## src/rtl/silife_spi_pkg.sv

```systemverilog
// Shared constants and types for the SPI slave slice.
//   SPI_WORD_BITS   - default bits per word (MSB first)
//   SPI_SYNC_STAGES - default synchroniser depth (minimum 2)
//   spi_word_t      - a word of SPI_WORD_BITS bits
package silife_spi_pkg;
   localparam int SPI_WORD_BITS   = 16;
   localparam int SPI_SYNC_STAGES = 2;
   typedef logic [SPI_WORD_BITS-1:0] spi_word_t;
endpackage

```

## src/rtl/silife_sync_edge.sv

```systemverilog
// Multi-stage synchroniser for an asynchronous single-bit input.
// Reports the synchronised level and one-cycle rise/fall pulses.
// All flops reset to 0, so an idle-low input never produces a pulse
// out of reset.
// Ports:
//   clk, reset   - system clock, async active-high reset
//   d            - asynchronous input
//   q            - synchronised level (STAGES clk cycles behind d)
//   rise, fall   - single-cycle pulses on synchronised level changes
// STAGES must be at least 2.
module silife_sync_edge
   import silife_spi_pkg::*;
#(
   parameter int STAGES = SPI_SYNC_STAGES
) (
   input  logic clk,
   input  logic reset,
   input  logic d,
   output logic q,
   output logic rise,
   output logic fall
);

   logic [STAGES-1:0] sync;
   logic              q_d;

   always_ff @(posedge clk or posedge reset) begin
      if (reset) begin
         sync <= '0;
         q_d  <= 1'b0;
      end else begin
         sync <= {sync[STAGES-2:0], d};
         q_d  <= sync[STAGES-1];
      end
   end

   assign q    = sync[STAGES-1];
   assign rise = q & ~q_d;
   assign fall = q_d & ~q;

endmodule

```

## src/rtl/silife_spi_slave.sv

```systemverilog
// Receive-only SPI slave: deserialises SCK/MOSI into WORD_BITS words,
// MSB first, sampling MOSI on SCK falling edges. Completed words are
// offered on a valid/ready interface; a word that completes while the
// previous one is still unconsumed is dropped and flags a sticky overrun.
// Optional macro: SILIFE_SPI_SLAVE_CS_EN adds i_cs_n framing; without it,
// words are framed purely by bit count.
// Ports:
//   clk, reset       - system clock, async active-high reset
//   i_sck, i_mosi    - asynchronous SPI clock (idle low) and data
//   i_cs_n           - active-low chip select (CS_EN builds only)
//   o_word, o_valid  - last completed word and its valid flag
//   i_ready          - consumer accepts o_word when o_valid && i_ready
//   o_overrun        - sticky dropped-word flag
//   i_clear_overrun  - clears o_overrun (a simultaneous overrun wins)
//   o_busy           - a partial word is in progress
module silife_spi_slave
   import silife_spi_pkg::*;
#(
   parameter int WORD_BITS   = SPI_WORD_BITS,
   parameter int SYNC_STAGES = SPI_SYNC_STAGES
) (
   input  logic                 clk,
   input  logic                 reset,
   input  logic                 i_sck,
   input  logic                 i_mosi,
`ifdef SILIFE_SPI_SLAVE_CS_EN
   input  logic                 i_cs_n,
`endif
   output logic [WORD_BITS-1:0] o_word,
   output logic                 o_valid,
   input  logic                 i_ready,
   output logic                 o_overrun,
   input  logic                 i_clear_overrun,
   output logic                 o_busy
);

   localparam int CNT_W = (WORD_BITS > 2) ? $clog2(WORD_BITS) : 1;
   localparam logic [CNT_W-1:0] LAST_BIT = CNT_W'(WORD_BITS - 1);

   logic                 sck_sync, sck_rise, sck_fall;
   logic                 mosi_sync, mosi_rise, mosi_fall;
   logic                 cs_idle;
   logic [CNT_W-1:0]     count;
   logic [WORD_BITS-1:0] shift, shift_nxt;
   logic                 word_done;
   logic                 unused_edges;

   silife_sync_edge #(.STAGES(SYNC_STAGES)) u_sck_sync (
      .clk   (clk),
      .reset (reset),
      .d     (i_sck),
      .q     (sck_sync),
      .rise  (sck_rise),
      .fall  (sck_fall)
   );

   // MOSI goes through the same depth as SCK so that on a synchronised
   // falling edge mosi_sync holds the bit that was stable at the pin fall.
   silife_sync_edge #(.STAGES(SYNC_STAGES)) u_mosi_sync (
      .clk   (clk),
      .reset (reset),
      .d     (i_mosi),
      .q     (mosi_sync),
      .rise  (mosi_rise),
      .fall  (mosi_fall)
   );

`ifdef SILIFE_SPI_SLAVE_CS_EN
   logic cs_rise, cs_fall;

   // Synced CS high means deselected: partial word is discarded.
   silife_sync_edge #(.STAGES(SYNC_STAGES)) u_cs_sync (
      .clk   (clk),
      .reset (reset),
      .d     (i_cs_n),
      .q     (cs_idle),
      .rise  (cs_rise),
      .fall  (cs_fall)
   );
   assign unused_edges = &{1'b0, sck_sync, sck_rise, mosi_rise, mosi_fall,
                           cs_rise, cs_fall};
`else
   assign cs_idle      = 1'b0;
   assign unused_edges = &{1'b0, sck_sync, sck_rise, mosi_rise, mosi_fall};
`endif

   assign shift_nxt = {shift[WORD_BITS-2:0], mosi_sync};
   assign word_done = sck_fall && !cs_idle && (count == LAST_BIT);

   always_ff @(posedge clk or posedge reset) begin
      if (reset) begin
         shift     <= '0;
         count     <= '0;
         o_word    <= '0;
         o_valid   <= 1'b0;
         o_overrun <= 1'b0;
      end else begin
         if (o_valid && i_ready)
            o_valid <= 1'b0;

         if (cs_idle) begin
            count <= '0;
         end else if (sck_fall) begin
            shift <= shift_nxt;
            count <= (count == LAST_BIT) ? '0 : count + 1'b1;
         end

         // A word completing in the same cycle as a pop replaces the
         // popped word; otherwise an unconsumed word blocks the new one.
         if (word_done && (!o_valid || i_ready)) begin
            o_word  <= shift_nxt;
            o_valid <= 1'b1;
         end

         if (i_clear_overrun)
            o_overrun <= 1'b0;
         if (word_done && o_valid && !i_ready)
            o_overrun <= 1'b1;
      end
   end

   assign o_busy = (count != '0);

endmodule

```

## config.mk

```make
export PLATFORM = sky130hd
export DESIGN_NAME = silife_spi_slave
export DESIGN_NICKNAME = d
export VERILOG_FILES = /design/src/rtl/silife_spi_pkg.sv /design/src/rtl/silife_sync_edge.sv /design/src/rtl/silife_spi_slave.sv
export SDC_FILE = /design/constraint.sdc
export NUM_CORES = 1
export LEC_CHECK = 0
export CELL_PAD_IN_SITES_DETAIL_PLACEMENT = 1
export CELL_PAD_IN_SITES_GLOBAL_PLACEMENT = 2
export CORE_ASPECT_RATIO = 2
export CORE_MARGIN = 3
export CORE_UTILIZATION = 40
export DETAILED_ROUTE_END_ITERATION = 6
export DONT_BUFFER_PORTS = 1
export PLACE_DENSITY = 0.85
export REMOVE_ABC_BUFFERS = 1
export SETUP_SLACK_MARGIN = 0.05
export SKIP_LAST_GASP = 1
export SYNTH_ARGS = -nofsm -noshare
export SYNTH_HDL_FRONTEND = slang
export SYNTH_SLANG_ARGS = --single-unit
```

## constraint.sdc

```tcl
create_clock -name clk -period 4 [get_ports clk]
set_input_delay 1.2 -clock clk [delete_from_list [all_inputs] [get_ports clk]]
set_output_delay 1.2 -clock clk [all_outputs]
set_load 0.02 [all_outputs]
```

==> key figures <==
Timing
  • Setup slack after layout: ~1700 ps
  • Setup Total Neg Slack: 0 ps
  • Fin crit period: between 2000 and 2500 ps
  • Worst slew margin: between 20% and 30%
  • Slew @ Worst Pin: 1110 ps
  • FMAX: between 400 and 500 MHz
  • Max-slew violations: 0
  • Crit share post-route: 58.7%
  • Setup violators final: 0
  • Skew final: 6.10 ps
  • Final hold viol count: 0
  • RSZ-0062 raised after global routing: false

Setup path
  • Slowest CP cell: dfrtp_1
  • Crit Path Max Fanout: 6
  • Critical Path Source Type: flip-flop
  • RR Startpoint: u_sck_sync.sync[1]
  • CP Class: flip-flop to output pin
  • R2R cell count: 3
  • CP Capture Type: output pin
  • Worst EP required: around 2800 ps
  • Critical Path Max Stage Delay: ~440 ps
  • Worst Path Arrival: roughly 1200 ps
  • Crit-path cells: inv_1 -> ha_1 -> nand2_1
  • RR Endpoint: o_word[8]
  • Register-to-register setup slack: 1730 ps

Route
  • Residual DRC: 0
  • Vias: about 940
  • Antenna viol nets, final: 0
  • Routed vias/inst: about 5
  • DR pass1 iterations: 3
  • WL/cell: ~15 µm
  • DRT iter0 DRCs: 11
  • WL final: ~2.8 mm

Finish
  • Layout cells sized above 1: a little under a fifth
  • Diode count: 0
  • Nets: between 100 and 150
  • Multi-input logic area: 503 µm²
  • Fin cells: about 190
  • Sequential Area: 1050 µm²
  • Synth-to-Final Area Change: 8.21%
  • Fill cells: between 400 and 500

Power
  • NetSw: roughly 250 µW
  • Max VDD drop: approximately 300 µV
  • Internal power: 655 µW
  • Pleak: approximately 0.00089 µW
  • Clock power share: around 29%
  • Sequential power share: roughly three fifths
  • Combinational Power Share: between 10% and 20%
  • Switching share of power: 27.3%
  • Power Dens Cells: 520 nW/µm²

Placement
  • Port bufs: 0
  • Placed insts: approximately 180
  • DP HPWL: roughly 2 mm
  • Pre-CTS setup slack: between 1000 and 1500 ps
  • Gpl congestion: 0.664

Worst hold path
  • Hold Path Class: flip-flop to flip-flop
  • Hold Path Depth: 0
  • Hold Crit Start: u_mosi_sync.sync[0]
  • Hold path endpoint: u_mosi_sync.sync[1]

Synthesis
  • Top cells by count, synth: 51 x nand2_1, 42 x dfrtp_1, 16 x mux2_2, 5 x inv_1
  • Synth cell types: 19
  • Largest area contributor in the netlist: dfrtp_1
  • Top FF cell, synth: dfrtp_1
  • Yosys warns: 0
  • Synthesized instance count: 136
  • Cell with the most instances after synthesis: nand2_1
  • Leading post-synthesis cells by cell area: dfrtp_1 66%, nand2_1 12%, mux2_2 11%
  • EDFF count, synth: 0
  • Post-synth top area share: between 60% and 70%
  • Post-synth ARST share: between 90% and 100%
  • Syn Area/Cell: roughly 12 µm²
  • Sequential fraction of the synthesis area: between 60 and 70%
  • Mapped Area: around 1600 µm²
  • Yosys reg bits: 42

Floorplan
  • Core footprint: 3720 µm²
  • Starting Density: 43.0%
  • Die X-Extent: ~50 µm
  • Core Rows: 31
  • # IOs: 25
  • Die height: around 95 µm
  • Die ar.: approximately 4800 µm²

Outcome
  • Status: complete, no violations

Clock tree
  • CTS tree: yes
  • CTS Buf Count: 5
  • CTS H-tree depth: 2
  • Bufs on Longest Clock Path: 2
  • Post_cts resized: 0
  • Clock latency on the worst-skew pair: about 280 ps
  • Root Driver: clkbuf_8
  • Worst-path clk slew: ~70 ps
  • Hold buffer count at cts: 0
  • Clock sinks: 42
  • Post-CTS Setup Bufs: 0

Global routing
  • Total congestion overflow: 0
  • Vias in the first global route: between 1k and 1.5k
  • Largest net degree at the start of global routing: 32
  • Tot GR Track Use: 13.3%
  • First-pass GRT wire length: ~4.7 mm
  • Initial antenna violation count: 0

Flow run
  • Max Cap Viol: 0
registers in the layout, summed over array words and instances (netlist names):
register	count
o_word	16
shift	15
count	4
u_mosi_sync.sync	2
u_sck_sync.sync	2
o_overrun	1
o_valid	1
u_sck_sync.q_d	1
through the flow:
stage | total power (µW) | cell area [µm²] | hold slack, ps | util (%)
finish | 901 | 1730 | 350 | 46.5
global route | 953 | 1730 | 359 | 46.5
CTS | 918 | 1730 | 353 | 46.5
detailed placement | 656 | 1650 | 336 | 44.3
global placement | 646 | 1650 | 333 | 44.3
floorplan | 621 | 1570 | 331 | -
routing by layer:
layer	up-vias	track usage (%)	share of wire [%]
met3	5	4.38	5.3
met1	479	13.0	36
li1	433	-	-
met5	-	0	0
met2	20	24.1	57
met4	0	6.74	1.7
final cells by class:
cell class | instances | share of cell area, %
Clock buffer | 6 | 4.77
Inverter | 5 | 1.08
Multi-Input combinational cell | 84 | 29.0
Sequential cell | 42 | 60.7
Tap cell | 49 | 3.54
Timing Repair Buffer | 2 | 0.867
kinds of logic after synthesis:
group,count (synthesis),synth area share (%)
muxes,16,11.3
xor gates and xnor gates,1,0.547
AOI/OAI and AO/OA,6,2.11
DFF,42,65.7
and+or+nand+nor,59,16.0
buffers and inverters,10,2.89
adders and majority gates,2,1.56
cells in the final DEF, fill, tap and decap left out, types with 2 or more instances in the layout:
master / count
nand2_1: 51
dfrtp_1: 42
mux2_2: 16
clkbuf_8: 6
inv_1: 5
nand2b_1: 3
o21ai_0: 3
ha_1: 2
buf_4: 2
worst max-delay path: cells and delay by family, from the launching register on:
kind,cells,cell delay (ps)
DFF,1,440
buffers and inverters,1,70
and+or+nand+nor,1,170
adders and majority gates,1,190
power groups by stage:
| stage | Sequential [µW] | Combinational, µW | Clock, µW |
|---|---|---|---|
| 3_3_place_gp | 552 | 94.7 | 0 |
| 4_1_cts | 548 | 99.5 | 270 |
| 5_1_grt | 554 | 116 | 283 |
| 6_report | 547 | 96.0 | 257 |
| 3_5_place_dp | 557 | 99.1 | 0 |
| 2_1_floorplan | 539 | 81.1 | 0 |
how the worst max path moves through the flow:
stage / cells past startpoint / startpoint / slack (ps) / to
after floorplan: 3 / i_ready / 1640 / o_word[0]
after global placement: 3 / i_ready / 1410 / o_word[3]
after detailed placement: 3 / i_ready / 1420 / o_word[8]
after CTS: 3 / count[0] / 1620 / o_busy
after global routing: 3 / u_sck_sync.sync[1] / 1560 / o_word[2]
final: 3 / count[0] / 1650 / o_busy
Power figures use the tool's default switching activity.
